===== src/rtl/instruction_predecoder.sv =====
// Prefetch queue consumer: delimits one V33 instruction per handshake.
// Ports: clk/n_reset, ce_1/ce_2 strobes, ipq/ipq_len in, ipq_head/pfp_set out,
//        br_req/br_target in, dec_valid/dec_ready handshake, dec_* fields out.
module instruction_predecoder #(
    parameter logic [15:0] RESET_PC = 16'h0000
) (
    input  logic            clk,
    input  logic            n_reset,
    input  logic            ce_1,
    input  logic            ce_2,
    input  logic [7:0][7:0] ipq,
    input  logic [3:0]      ipq_len,
    output logic [15:0]     ipq_head,
    output logic            pfp_set,
    input  logic            br_req,
    input  logic [15:0]     br_target,
    output logic            dec_valid,
    input  logic            dec_ready,
    output logic [15:0]     dec_pc,
    output logic [3:0]      dec_len,
    output logic [2:0]      dec_seg,
    output logic [1:0]      dec_rep,
    output logic            dec_lock,
    output logic [7:0]      dec_opcode,
    output logic            dec_has_modrm,
    output logic [7:0]      dec_modrm,
    output logic [15:0]     dec_disp,
    output logic [15:0]     dec_imm,
    output logic [15:0]     dec_imm2,
    output logic            dec_illegal
);

    typedef enum logic [2:0] {
        S_PREFIX,
        S_MODRM,
        S_DISP,
        S_IMM,
        S_HOLD
    } state_e;

    typedef struct packed {
        logic [15:0] pc;
        logic [3:0]  len;
        logic [2:0]  seg;
        logic [1:0]  rep;
        logic        lock;
        logic [7:0]  opcode;
        logic        has_modrm;
        logic [7:0]  modrm;
        logic [15:0] disp;
        logic [15:0] imm;
        logic [15:0] imm2;
        logic        illegal;
    } dec_t;

    function automatic logic op_has_modrm(input logic [7:0] op);
        return ((op[7:6] == 2'b00) && !op[2])
            || (op == 8'h62) || (op == 8'h69) || (op == 8'h6B)
            || (op[7:4] == 4'h8)
            || (op == 8'hC0) || (op == 8'hC1)
            || (op == 8'hC4) || (op == 8'hC5)
            || (op == 8'hC6) || (op == 8'hC7)
            || (op[7:2] == 6'b110100)
            || (op[7:3] == 5'b11011)
            || (op == 8'hF6) || (op == 8'hF7)
            || (op == 8'hFE) || (op == 8'hFF);
    endfunction

    // F6/F7 immediates depend on ModRM.reg and are added in S_MODRM.
    function automatic logic [2:0] op_imm_bytes(input logic [7:0] op);
        logic [2:0] n;
        n = 3'd0;
        if ((op[7:6] == 2'b00) && (op[2:1] == 2'b10))
            n = op[0] ? 3'd2 : 3'd1;
        if (op[7:4] == 4'h7)
            n = 3'd1;
        if (op[7:3] == 5'b10110)
            n = 3'd1;
        if (op[7:3] == 5'b10111)
            n = 3'd2;
        if (op[7:3] == 5'b11100)
            n = 3'd1;
        case (op)
            8'h6A, 8'h6B, 8'h80, 8'h82, 8'h83, 8'hA8,
            8'hC0, 8'hC1, 8'hC6, 8'hCD, 8'hD4, 8'hD5,
            8'hEB:
                n = 3'd1;
            8'h68, 8'h69, 8'h81, 8'hA9, 8'hC2, 8'hC7,
            8'hCA, 8'hE8, 8'hE9:
                n = 3'd2;
            8'hC8:
                n = 3'd3;
            8'h9A, 8'hEA:
                n = 3'd4;
            default: ;
        endcase
        return n;
    endfunction

    state_e      state_q, state_d, cur;
    logic [15:0] head_q, head_d;
    logic        pfp_q, pfp_d;
    logic        valid_q, valid_d;
    dec_t        f_q, f_d;
    logic [1:0]  disp_n_q, disp_n_d;
    logic [2:0]  imm_n_q, imm_n_d;
    logic [1:0]  cnt_q, cnt_d;
    logic [7:0]  ib;
    logic        take;
    logic        sx;

    assign ib = ipq[head_q[2:0]];
    assign sx = (f_q.opcode == 8'h83) || (f_q.opcode == 8'h6B)
             || (f_q.opcode == 8'h6A);

    always_comb begin
        state_d  = state_q;
        head_d   = head_q;
        pfp_d    = pfp_q;
        valid_d  = valid_q;
        f_d      = f_q;
        disp_n_d = disp_n_q;
        imm_n_d  = imm_n_q;
        cnt_d    = cnt_q;
        cur      = state_q;

        // Accept and the next byte share one ce_1 (zero bubble).
        if (ce_1 && (state_q == S_HOLD) && valid_q && dec_ready) begin
            f_d     = '0;
            valid_d = 1'b0;
            cur     = S_PREFIX;
            state_d = S_PREFIX;
        end

        take = ce_1 && !pfp_q && (ipq_len != 4'd0) && (cur != S_HOLD);

        if (take) begin
            head_d = head_q + 16'd1;
            if (f_d.len == 4'd0)
                f_d.pc = head_q;
            if (f_d.len != 4'hF)
                f_d.len = f_d.len + 4'd1;
            unique case (cur)
                S_PREFIX: begin
                    if ((ib[7:5] == 3'b001) && (ib[2:0] == 3'b110)) begin
                        f_d.seg = {1'b1, ib[4:3]};
                    end else if (ib == 8'hF2) begin
                        f_d.rep = 2'b10;
                    end else if (ib == 8'hF3) begin
                        f_d.rep = 2'b11;
                    end else if (ib == 8'hF0) begin
                        f_d.lock = 1'b1;
                    end else if (ib == 8'h0F) begin
                        f_d.opcode  = ib;
                        f_d.illegal = 1'b1;
                        state_d     = S_HOLD;
                    end else begin
                        f_d.opcode    = ib;
                        f_d.has_modrm = op_has_modrm(ib);
                        imm_n_d       = op_imm_bytes(ib);
                        cnt_d         = 2'd0;
                        if (f_d.has_modrm)
                            state_d = S_MODRM;
                        else if (imm_n_d != 3'd0)
                            state_d = S_IMM;
                        else
                            state_d = S_HOLD;
                    end
                end
                S_MODRM: begin
                    f_d.modrm = ib;
                    unique case (ib[7:6])
                        2'b00:   disp_n_d = (ib[2:0] == 3'b110) ? 2'd2 : 2'd0;
                        2'b01:   disp_n_d = 2'd1;
                        2'b10:   disp_n_d = 2'd2;
                        default: disp_n_d = 2'd0;
                    endcase
                    if ((f_q.opcode[7:1] == 7'b1111011) && (ib[5:3] == 3'b000))
                        imm_n_d = f_q.opcode[0] ? 3'd2 : 3'd1;
                    cnt_d = 2'd0;
                    if (disp_n_d != 2'd0)
                        state_d = S_DISP;
                    else if (imm_n_d != 3'd0)
                        state_d = S_IMM;
                    else
                        state_d = S_HOLD;
                end
                S_DISP: begin
                    // Low byte sign-extends; a disp16 high byte overwrites it.
                    if (cnt_q == 2'd0)
                        f_d.disp = {{8{ib[7]}}, ib};
                    else
                        f_d.disp[15:8] = ib;
                    if (cnt_q + 2'd1 == disp_n_q) begin
                        cnt_d   = 2'd0;
                        state_d = (imm_n_q != 3'd0) ? S_IMM : S_HOLD;
                    end else begin
                        cnt_d = cnt_q + 2'd1;
                    end
                end
                S_IMM: begin
                    unique case (cnt_q)
                        2'd0: f_d.imm = sx ? {{8{ib[7]}}, ib} : {8'h00, ib};
                        2'd1: f_d.imm[15:8] = ib;
                        2'd2: f_d.imm2 = {8'h00, ib};
                        2'd3: f_d.imm2[15:8] = ib;
                    endcase
                    if ({1'b0, cnt_q} + 3'd1 == imm_n_q)
                        state_d = S_HOLD;
                    else
                        cnt_d = cnt_q + 2'd1;
                end
                default: ;
            endcase
            if (state_d == S_HOLD)
                valid_d = 1'b1;
        end

        // Reload request lasts through the first ce_1 after the branch.
        if (ce_1)
            pfp_d = 1'b0;

        if (br_req && (ce_1 || ce_2)) begin
            head_d   = br_target;
            pfp_d    = 1'b1;
            valid_d  = 1'b0;
            f_d      = '0;
            state_d  = S_PREFIX;
            disp_n_d = 2'd0;
            imm_n_d  = 3'd0;
            cnt_d    = 2'd0;
        end
    end

    always_ff @(posedge clk or negedge n_reset) begin
        if (!n_reset) begin
            state_q  <= S_PREFIX;
            head_q   <= RESET_PC;
            pfp_q    <= 1'b0;
            valid_q  <= 1'b0;
            f_q      <= '0;
            disp_n_q <= 2'd0;
            imm_n_q  <= 3'd0;
            cnt_q    <= 2'd0;
        end else begin
            state_q  <= state_d;
            head_q   <= head_d;
            pfp_q    <= pfp_d;
            valid_q  <= valid_d;
            f_q      <= f_d;
            disp_n_q <= disp_n_d;
            imm_n_q  <= imm_n_d;
            cnt_q    <= cnt_d;
        end
    end

    assign ipq_head      = head_q;
    assign pfp_set       = pfp_q;
    assign dec_valid     = valid_q;
    assign dec_pc        = f_q.pc;
    assign dec_len       = f_q.len;
    assign dec_seg       = f_q.seg;
    assign dec_rep       = f_q.rep;
    assign dec_lock      = f_q.lock;
    assign dec_opcode    = f_q.opcode;
    assign dec_has_modrm = f_q.has_modrm;
    assign dec_modrm     = f_q.modrm;
    assign dec_disp      = f_q.disp;
    assign dec_imm       = f_q.imm;
    assign dec_imm2      = f_q.imm2;
    assign dec_illegal   = f_q.illegal;

endmodule


===== config.mk =====
export PLATFORM = sky130hd
export DESIGN_NAME = instruction_predecoder
export DESIGN_NICKNAME = d
export VERILOG_FILES = /design/src/rtl/instruction_predecoder.sv
export SDC_FILE = /design/constraint.sdc
export NUM_CORES = 1
export LEC_CHECK = 0
export CAP_MARGIN = 20
export CORE_ASPECT_RATIO = 1.4
export CORE_UTILIZATION = 30
export CTS_CLUSTER_SIZE = 10
export DETAILED_ROUTE_END_ITERATION = 7
export GPL_TIMING_DRIVEN = 0
export SLEW_MARGIN = 30
export SYNTH_ARGS = -nofsm -noshare
export SYNTH_HDL_FRONTEND = slang
export SYNTH_SLANG_ARGS = --single-unit

===== constraint.sdc =====
create_clock -name clk -period 4.05 [get_ports clk]
set_clock_uncertainty 0.2 [all_clocks]
set_input_delay 1.215 -clock clk [delete_from_list [all_inputs] [get_ports clk]]
set_output_delay 1.215 -clock clk [all_outputs]
set_load 0.05 [all_outputs]

# == Word level (Yosys, flattened, before mapping) ==
# Index checks and enable logic that the tools add are counted.
# classes
add_sub_neg,4
multipliers,0
n_div,0
order_cmp,1
eq_ne,70
shift,0
n_mux,101
bitwise,0
reduce_logical,53
# ops
operator,count
2-to-1 mux 92 bit,3
"== test 8 bit, second input constant",31
2-to-1 mux 3 bit,38
2-to-1 mux 16 bit,5
"== test 8 x 7 -> 1 bit, second input constant",7
2-to-1 mux 2 bit,20
2-to-1 mux 8 bit,5
2-to-1 mux 32 bit,1
one-hot mux 8 bit (2 select lines),2
binary-select mux 8 bit (select 3 bit),1
one-hot mux 3 bit (4 select lines),2
"!= test 3 bit, second input constant",7
"== test 5 bit, second input constant",4
2-to-1 mux 10 bit,2
logical OR 1 bit,19
"adder 16 x 1 -> 16 bit, second input constant",1
2-to-1 mux 15 bit,1
2-to-1 mux 1 bit,14
OR reduction 13 bit,1
2-to-1 mux 12 bit,1
nonzero test 3 bit,4
logical AND 1 bit,11
"== test 3 bit, second input constant",3
2-to-1 mux 9 bit,1
33 further kinds,45
# word_totals
regBits,120
latchBits,0
ram_bits,0
rom_bits,0
in_bits,90
output_inout_bits,110
word_cells,248
memories,0

# == Depth between registers and ports, before layout ==
# Gate-level depths: netlist (run 1).
# logic_depth
depth_word,32
ltp_mapped,12
ltp_nobuf,11

# == Worst setup path before layout (run 1) ==
# No wires, ideal clock.
# synth_timing
path_kind,input to register
from,input port ipq[29] in the netlist's numbering
to,"register valid_q, in the netlist dec_valid"
setup_ns,0.126
arrival_ns,3.421
required_ns,3.724
path_slack_ns,0.303
cell_stages,10
path_buffers,1
cell_sequence,mux4_2 > mux2i_2 > nand3_1 > or4_1 > clkbuf_1 > a32o_1 > nand2_1 > a21oi_1 > a31oi_1 > o31ai_1
# synth_between
elab_chain_cells,31
elab_cells_between_ends,100
classes_between,eq/ne (45); mux (31); reduce/logical (24)
# synth_lines
item,line,text
from (decl),11,"input logic [7:0][7:0] ipq,"
binary-select mux 8 bit (select 3 bit) (*),112,assign ib = ipq[head_q[2:0]];
2-to-1 mux 8 bit (implied by the code) (*),112,
"parallel branches: the longest is 23 deep, another holds == test 4 x 3 -> 1 bit",-,
one-hot mux 3 bit (4 select lines) (*),143,unique case (cur)
2-to-1 mux 3 bit (*),137,if (take) begin
== test 3 bit (*),215,if (state_d == S_HOLD)
2-to-1 mux 1 bit (*),215,
2-to-1 mux 1 bit (*),137,
2-to-1 mux 1 bit (*),223,if (br_req && (ce_1 || ce_2)) begin
named net valid_d,103,"logic valid_q, valid_d;"
to (signal assigned),249,valid_q <= valid_d;
to (decl),103,
# Mark *: on every way through the listed nets, which the timed path passes. The select of a mux whose other input is x is not followed.
# A chain may end at the register's enable or synchronous reset.

# == Worst setup path after layout (run 1) ==
# layout_timing
from,input port ipq[41] in the netlist's numbering
to,"register valid_q, in the netlist dec_valid"
# layout_between
elab_chain_cells,31
elab_cells_between_ends,94
classes_between,eq/ne (39); mux (32); reduce/logical (23)
# layout_lines
item,line,text
binary-select mux 8 bit (select 3 bit) (*),112,
2-to-1 mux 8 bit (implied by the code) (*),112,
== test 2 bit / == test 8 x 7 -> 1 bit (equally long branches),"73, 58",
logical AND 1 bit / logical OR 1 bit (equally long branches),"73, 58",
2-to-1 mux 2 bit / logical OR 1 bit (equally long branches),"73, 58",
2-to-1 mux 3 bit / logical OR 1 bit (equally long branches),"75, 58",
2-to-1 mux 3 bit / logical OR 1 bit (equally long branches),"77, 59",
2-to-1 mux 3 bit / logical OR 1 bit (equally long branches),"79, 60",
(+16 left out),-,
2-to-1 mux 3 bit,145,if ((ib[7:5] == 3'b001) && (ib[2:0] == 3'b110)) begin
one-hot mux 3 bit (4 select lines) (*),143,
2-to-1 mux 3 bit (*),137,
== test 3 bit (*),215,
2-to-1 mux 1 bit (*),215,
2-to-1 mux 1 bit (*),137,
2-to-1 mux 1 bit (*),223,
named net valid_d,103,
# Mark *: on every way through the listed nets, which the timed path passes. The rest lies on a longest branch. The select of a mux whose other input is x is not followed.

==> run summary, run 1 <==
TritonCTS clock tree - yes
RSZ-0062 raised after global routing - yes
Vias in the first global route - 6768
PwrDens - 530 nW/um^2
Worst vdd ir - 0.297 mV
Starting Density - 30.8%
Critical-path cell list - clkdlybuf4s50_1, mux4_2, mux2i_2, buf_4, nor2_2, a211oi_2, nand3_1, a221o_1, o21ai_1, o211ai_2, o31ai_1
Most common cell after layout, fill and taps aside - clkdlybuf4s50_1
Rows - 64
Crit path time final - 4.06 ns
Initial antenna violation count - 0
Syn. warnings - 0
Reg2reg start - ipq_head[1]$_DFFE_PN0N_
Main flop type after synthesis - dfrtp_1
Worst path arrival time - 4.17 ns
Yosys reg bits - 120
Num CTS Buffers - 17
Actual slew at the worst max-slew pin - 0.720 ns
Post-layout util - 45.3%
H-Tree Depth - 4
Largest net degree at the start of global routing - 85
Final WS setup - -0.00773 ns
Post-Route WL - 26.2 mm
Post-synth cell types - 62
Layout cell share with drive strength beyond 1 - 12.2%
Fmax achieved - 246 MHz
Ports - 200
P&R area growth vs syn - 47.4%
Commonest cells after routing, fill and taps aside - clkdlybuf4s50_1 (198), dfrtp_1 (120), nor2_1 (110), nand2_1 (94), a21oi_1 (51)
DRT iter0 DRCs - 557
Longest Clk Path Bufs - 2
Final Setup Violations - 1
Critical Path RT - 4.17 ns
Crit-path max cell delay - 0.51 ns
# DRC - 0
Gr usage total - 23.1%
Top cell type's share of synthesized area - 44.5%
Drt first pass iters - 5
Core ar. - 21900 um^2
Fin Setup TNS - -0.00773 ns
Buf+Inv Stages, Crit Path - 2
Post-synthesis sequential area ratio - 44.5%
Post-synth top area cell - dfrtp_1
Port Buffers - 199
Kind of critical path - input port to flip-flop
Clock-pin slew on the worst setup and hold paths - 0.06 ns
# fillers - 2172
Vias per cell - 5.35
R2R Setup Slk - 0.36 ns
Post-layout nets - 1069
Worst Hold Class - flip-flop to flip-flop
CTS Hold Bufs - 0
Outcome - complete, but fails checks
Hold_sp - dec_disp[11]$_DFF_PN0_
Violated checks - setup timing
Total vias in the final route - 6863
Delay-heaviest family, CP - compound AO/OA/AOI/OAI gates
Crit path launch type - input port
Slew Limit Fails - 0
Tot Pwr - 5.27 mW
Area of the mapped netlist - 6750 um^2
Async S/R FF share, synth - 100%
Routed length per placed instance - 20.4 um
Leakage - 3.95 nW
CP Capture Type - flip-flop
GP Congestion - 0.933
Worst-path maximum fanout - 10
Dpl hpwl - 19.5 mm
Slew headroom - 52.0%
CTS sink cnt - 120
CP startpoint - ipq[41]
Slowest-stage cell, CP - mux4_2
Die width - 129 um
EDFF count, synth - 0
Die H - 179 um
Max-cap violation count - 0
First-pass GRT wire length - 39.9 mm
GRT overflow - 0
Final Hold Vio Count - 0
Syn avg cell area - 8.99 um^2
Syn Inst Count - 751
Root buffer cell - clkbuf_16
Synth top area cells - dfrtp_1 (44%), nor2_1 (6.3%), mux4_2 (5.3%)
ANT nets after route - 0
Synthesized Nets - 848
Antenna diodes - 0
Final period utilization - 100%
Clock Latency Late Sink - 0.42 ns
Die Area - 23100 um^2
==> per-stage QoR <==
step	instances	hold WS [ns]	worst slack, ns	cell area, um^2
detailed placement	1248	0.312	-1.11	9150
floorplan	751	0.300	0.303	6750
CTS	1281	0.320	0.00352	9870
finish	1282	0.317	-0.00773	9950
global placement	1247	0.310	-3.42	9110
global route	1282	0.344	-0.108	9950
==> report_power, final <==
| part | internal, mW | total (mW) | switching [mW] |
|---|---|---|---|
| Combinational | 0.786 | 2.23 | 1.45 |
| Sequential | 1.32 | 1.45 | 0.131 |
| Clock | 0.988 | 1.59 | 0.598 |
==> worst min-delay path, stage by stage (launching register included) <==
cell	delay [ns]
dfrtp_1	0.37
nand2_1	0.06
a21oi_1	0.05
==> sequential cells by signal, summed over array words and instances (netlist names), 2 cells and up <==
name        count
dec_disp       16
dec_imm2       16
dec_imm        16
dec_pc         16
ipq_head       16
dec_modrm       8
dec_opcode      8
dec_len         4
dec_seg         3
imm_n_q         3
state_q         3
cnt_q           2
dec_rep         2
disp_n_q        2
==> synthesized netlist by cell type (all sizes together) (6+ instances only) <==
master / instances
a21oi: 51
a22oi: 10
a311oi: 9
a31oi: 45
and3: 7
buf: 12
clkbuf: 49
dfrtp: 120
ha: 7
inv: 8
mux2: 8
mux2i: 11
mux4: 16
nand2: 97
nand3: 42
nand4: 8
nor2: 114
nor3: 19
nor4: 6
o21ai: 38
xnor2: 13
xor2: 9
==> logic make-up after synthesis <==
logic type,after synthesis,share of synthesized area [%]
and+or+nand+nor,310,20.7
AOI/OAI and AO/OA,188,17.5
DFF,120,44.5
buffers and inverters,69,4.28
muxes,35,8.90
xor gates and xnor gates,22,2.85
adders and majority gates,7,1.30
==> layer usage <==
| metal | part of all wire [%] | wire, um | vias to the layer above | global-route usage (%) |
|---|---|---|---|---|
| li1 | - | - | 3163 | - |
| met1 | 39 | 10300 | 3335 | 28.2 |
| met2 | 50 | 13200 | 298 | 39.0 |
| met3 | 6.3 | 1660 | 67 | 4.20 |
| met4 | 4.1 | 1070 | 0 | 10.6 |
| met5 | 0 | 0 | - | 0 |
==> final timing paths <==
check	endpoint	cells past startpoint
min in group asynchronous	dec_len[3]$_DFF_PN0_	1
max	dec_valid$_DFF_PN0_	11
min reg2reg	dec_disp[11]$_DFF_PN0_	2
max reg2reg	dec_valid$_DFF_PN0_	12
min	dec_disp[11]$_DFF_PN0_	2
max in group asynchronous	dec_pc[1]$_DFF_PN0_	2
==> final cells by class <==
type,count,area (um^2),share of cell area (%)
repair buffers,206,2070,20.8
clock inverters,14,170,1.71
clock buffers,18,439,4.41
well taps,297,372,3.73
multi-input cells,562,3600,36.2
inverters,8,30.0,0.302
plain buffers,57,269,2.70
flip-flops and latches,120,3000,30.2
==> repair_timing <==
action / CTS / global route
setup endpoints to repair: 39 / 28
gates resized for setup: 24 / 28
pin swaps: 1 / 3
setup buffers: 4 / 2
(Power assumes the default switching activity.)
==> run 2, diff against run 1 <==
--- a/config.mk
+++ b/config.mk
@@ -7,6 +7,7 @@
 export LEC_CHECK = 0
 export CAP_MARGIN = 20
 export CORE_ASPECT_RATIO = 1.4
+export CORE_MARGIN = 5
 export CORE_UTILIZATION = 30
 export CTS_CLUSTER_SIZE = 10
 export DETAILED_ROUTE_END_ITERATION = 7
==> run summary, run 2 (synthesized netlist as in run 1, its figures left out) <==
Outcome - finished, final reports clean
Crit path launch type - input port
Comb pwr share - 44.0%
Delay-heaviest family, CP - compound AO/OA/AOI/OAI gates
Most common cell after layout, fill and taps aside - clkdlybuf4s50_1
ANT nets after route - 0
Gr usage total - 21.3%
Critical Path RT - 4.17 ns
Worst vdd ir - 0.307 mV
GP Congestion - 0.929
Starting Density - 30.2%
Actual slew at the worst max-slew pin - 0.777 ns
Slew headroom - 47.6%
Worst path arrival time - 4.15 ns
H-Tree Depth - 4
TritonCTS clock tree - yes
Final Hold Vio Count - 0
Seq pwr share - 27.6%
# DRC - 0
Hold-critical path depth - 2
Worst-path maximum fanout - 5
Longest Clk Path Bufs - 2
Total vias in the final route - 6837
Worst Hold Class - flip-flop to flip-flop
Tot Pwr - 5.26 mW
Ports - 200
# fillers - 2185
First-pass GRT wire length - 41.6 mm
Dpl hpwl - 20.3 mm
Clock-pin slew on the worst setup and hold paths - 0.05 ns
R2R Setup Slk - 0.40 ns
Crit-path max cell delay - 0.52 ns
Die H - 187 um
Internal Power - 3.07 mW
PwrDens - 526 nW/um^2
Max-cap violation count - 0
Final Setup Violations - 0
Post-layout nets - 1075
GRT overflow - 0
Slowest-stage cell, CP - mux4_2
Fin Setup TNS - 0 ns
CTS Hold Bufs - 0
Largest net degree at the start of global routing - 64
RSZ-0062 raised after global routing - yes
Post-Route WL - 27.3 mm
CP Capture Type - flip-flop
Port Buffers - 199
Critical-path cell list - clkdlybuf4s50_1, mux4_2, mux2_2, nor2_2, nand4_1, a2111oi_2, a211oi_2, and3_4, a21o_1, a311oi_1
Switch share - 41.7%
Commonest cells after routing, fill and taps aside - clkdlybuf4s50_1 (198), dfrtp_1 (120), nor2_1 (112), nand2_1 (93), a21oi_1 (51)
Reg2reg start - ipq_head[1]$_DFFE_PN0N_
Leakage - 3.97 nW
Core ar. - 22400 um^2
Clock Latency Late Sink - 0.43 ns
Vias per cell - 5.29
Vias in the first global route - 7000
Reg-to-reg critical path endpoint - state_q[0]$_DFF_PN0_
Root buffer cell - clkbuf_16
Die width - 137 um
Routed length per placed instance - 21.2 um
Switch Pwr - 2.20 mW
Num CTS Buffers - 17
CTS sink cnt - 120
Layout cell share with drive strength beyond 1 - 12.9%
Buf+Inv Stages, Crit Path - 1
Hold Path Sink - dec_disp[10]$_DFF_PN0_
Reg2reg path depth - 11
Hold_sp - dec_disp[10]$_DFF_PN0_
Fmax achieved - 248 MHz
Die Area - 25600 um^2
Kind of critical path - input port to flip-flop
Final period utilization - 99.7%
Rows - 65
P&R area growth vs syn - 48.3%
Initial antenna violation count - 0
Drt first pass iters - 7
Crit path time final - 4.04 ns
Clk pwr share - 28.4%
DRT iter0 DRCs - 426
Slew Limit Fails - 0
run 2: changes by cell type in the layout (fill, tap and decap cells not counted), moves of 2 or more:
cell / previous run / this run
mux2i_4: 4 / 7
mux2i_2: 3 / 1
clkinvlp_4: 1 / 3
nor2_1: 110 / 112
inv_6: 4 / 2
clkbuf_2: 10 / 13
buf_6: 1 / 4
buf_4: 9 / 14
run 2: final cells by class:
cell class,count,area [um^2],share of cell area (%)
multi-input cells,562,3630,36.2
flip-flops and latches,120,3000,30.0
repair buffers,213,2130,21.2
clock buffers,20,447,4.46
well taps,301,377,3.76
plain buffers,56,275,2.75
clock inverters,11,124,1.24
inverters,8,30.0,0.300
diodes,1,2.50,0.0250
run 2: power groups by stage:
stage,clock network (mW),logic (mW),registers (mW)
after floorplan,0,1.02,1.78
after global placement,0,2.10,1.47
after detailed placement,0,2.10,1.47
after CTS,1.52,2.17,1.45
after global routing,1.57,2.44,1.47
final,1.50,2.32,1.45
run 2: metal layers:
metal / global-route usage (%) / share of wire (%)
met3: 4.31 / 6.0
met2: 35.6 / 51
met4: 8.29 / 3.4
met5: 0 / 0
met1: 26.7 / 40
run 2: how the worst max path moves through the flow:
| stage | from | slack (ns) | endpoint | cells past startpoint |
|---|---|---|---|---|
| floorplan | ipq[29] | 0.30 | dec_valid$_DFF_PN0_ | 10 |
| global placement | n_reset | -3.46 | dec_disp[2]$_DFF_PN0_ | 1 |
| detailed placement | ce_1 | -1.15 | dec_pc[10]$_DFF_PN0_ | 12 |
| CTS | ipq[42] | 0.002 | dec_valid$_DFF_PN0_ | 11 |
| finish | ipq[30] | 0.01 | state_q[0]$_DFF_PN0_ | 10 |
| global route | ipq[30] | -0.06 | state_q[0]$_DFF_PN0_ | 10 |
run 2: worst min-delay path, stage by stage (launching register included):
cell and delay [ns]:
dfrtp_1 0.37, nand2_1 0.06, a21oi_1 0.05
run 2: repair_timing:
action / in CTS / in global routing
resized for setup: 26 / 34
pin swaps: 0 / 4
setup buffers: 4 / 9
setup endpoints to repair: 40 / 30
run 2: stage by stage:
step / hold slack, ns / cells / worst slack [ns] / cell area (um^2) / util (%)
final: 0.317 / 1292 / 0.0141 / 10000 / 44.8
after global routing: 0.353 / 1291 / -0.0613 / 10000 / 44.7
after CTS: 0.323 / 1284 / 0.00206 / 9840 / 44.0
after detailed placement: 0.315 / 1252 / -1.15 / 9150 / 40.9
after global placement: 0.308 / 1251 / -3.46 / 9120 / 40.8
after floorplan: 0.300 / 751 / 0.303 / 6750 / -
==> run 3, diff against run 2 <==
--- a/config.mk
+++ b/config.mk
@@ -7,7 +7,7 @@
 export LEC_CHECK = 0
 export CAP_MARGIN = 20
 export CORE_ASPECT_RATIO = 1.4
-export CORE_MARGIN = 5
+export CORE_MARGIN = 4
 export CORE_UTILIZATION = 30
 export CTS_CLUSTER_SIZE = 10
 export DETAILED_ROUTE_END_ITERATION = 7
==> run summary, run 3 (synthesized netlist as in run 1, its figures left out) <==
ANT nets after route - 0
Critical-path cell list - clkdlybuf4s50_1, mux4_2, mux2i_4, clkbuf_1, a31oi_1, or4_1, and3_4, a21o_1, a311oi_1
Vias per cell - 5.38
Post-layout util - 45.1%
Final period utilization - 100%
Crit-path max cell delay - 0.53 ns
GRT overflow - 0
CP startpoint - ipq[61]
Vias in the first global route - 6921
Die Area - 25000 um^2
First-pass GRT wire length - 41.0 mm
Layout cell share with drive strength beyond 1 - 12.2%
Hold Slack - 0.323 ns
DRT iter0 DRCs - 418
Reg2reg start - ipq_head[1]$_DFFE_PN0N_
Post-Route WL - 27.2 mm
Largest net degree at the start of global routing - 83
Total vias in the final route - 6913
Final WS setup - 0.000713 ns
Port Buffers - 199
CTS Hold Bufs - 0
TritonCTS clock tree - yes
Worst path arrival time - 4.16 ns
P&R area growth vs syn - 47.3%
Buf+Inv Stages, Crit Path - 2
Final Setup Violations - 0
Ports - 200
Worst vdd ir - 0.286 mV
Critical Path RT - 4.16 ns
Actual slew at the worst max-slew pin - 0.792 ns
Fin Setup TNS - 0 ns
RSZ-0062 raised after global routing - yes
Reg2reg path depth - 11
# DRC - 0
Fmax achieved - 247 MHz
Slowest-stage cell, CP - clkbuf_1
Outcome - finished, final reports clean
Post-layout nets - 1071
Dpl hpwl - 20.4 mm
Commonest cells after routing, fill and taps aside - clkdlybuf4s50_1 (198), dfrtp_1 (120), nor2_1 (110), nand2_1 (93), a21oi_1 (51)
Final Hold Vio Count - 0
Rows - 64
CTS sink cnt - 120
Antenna diodes - 0
Worst Hold Class - flip-flop to flip-flop
Max-cap violation count - 0
Slew headroom - 46.6%
Crit. path cell count - 9
Longest Clk Path Bufs - 2
Drt first pass iters - 7
GP Congestion - 0.968
Clock-pin slew on the worst setup and hold paths - 0.06 ns
Root buffer cell - clkbuf_16
H-Tree Depth - 4
R2R Setup Slk - 0.43 ns
PwrDens - 522 nW/um^2
Placement Setup Slack - -1.04 ns
Most common cell after layout, fill and taps aside - clkdlybuf4s50_1
Die width - 135 um
Reg-to-reg critical path endpoint - state_q[0]$_DFF_PN0_
Clock Latency Late Sink - 0.43 ns
Core ar. - 22000 um^2
Crit path launch type - input port
Routed length per placed instance - 21.2 um
Post-route cell area - 9940 um^2
Kind of critical path - input port to flip-flop
Die H - 185 um
Worst-path maximum fanout - 10
Slew Limit Fails - 0
Gr usage total - 21.5%
Starting Density - 30.7%
Placed Area - 9150 um^2
Crit path to - state_q[0]$_DFF_PN0_
Leakage - 3.94 nW
Crit path time final - 4.05 ns
CP Capture Type - flip-flop
Delay-heaviest family, CP - buffers and inverters
Num CTS Buffers - 17
Initial antenna violation count - 0
[run 3: worst min-delay path by stage]
stage	start	to	slack, ns	cells after the start
2_1_floorplan	disp_n_q[0]$_DFFE_PN0P_	disp_n_q[0]$_DFFE_PN0P_	0.30	2
3_3_place_gp	dec_imm2[10]$_DFF_PN0_	dec_imm2[10]$_DFF_PN0_	0.31	2
3_5_place_dp	dec_disp[12]$_DFF_PN0_	dec_disp[12]$_DFF_PN0_	0.32	2
4_1_cts	dec_disp[12]$_DFF_PN0_	dec_disp[12]$_DFF_PN0_	0.33	2
5_1_grt	dec_disp[11]$_DFF_PN0_	dec_disp[11]$_DFF_PN0_	0.34	2
6_report	dec_disp[8]$_DFF_PN0_	dec_disp[8]$_DFF_PN0_	0.32	2
[run 3: metal layers]
metal	part of all wire [%]	up-vias	global-route usage, %
met1	40	3437	26.3
met5	0	-	0
met4	3.2	0	7.99
li1	-	3176	-
met3	5.2	50	4.08
met2	52	250	37.7
[run 3: per-stage QoR]
step | std cells | total power [mW]
2_1_floorplan | 751 | 2.80
3_3_place_gp | 1247 | 3.56
3_5_place_dp | 1248 | 3.57
4_1_cts | 1283 | 5.13
5_1_grt | 1284 | 5.43
6_report | 1284 | 5.19
[run 3: where the power goes]
group / internal, mW / total [mW] / leakage, nW / switching, mW
sequential: 1.32 / 1.45 / 1.63 / 0.135
clock: 0.883 / 1.49 / 0.270 / 0.606
combinational: 0.794 / 2.25 / 2.04 / 1.46
[run 3: tightest hold or removal path, cell delays in order (launching register included)]
cell and delay [ns]:
dfrtp_1 0.37, nand2_1 0.06, a21oi_1 0.05
[run 3: layout make-up]
cell class	count	area (um^2)
clock buffer	20	457
multi-input combinational	562	3610
tap	297	372
buffer	57	275
sequential	120	3000
fill	2175	12100
inverter	8	30.0
clock inverter	12	114
timing repair buffer	208	2080
[run 3: repair_timing]
item,4_1_cts,5_1_grt
endpoints found under the hold margin,0,0
pin swaps,0,2
buffers inserted,6,2
setup endpoints to repair,39,28
gates resized for setup,17,38
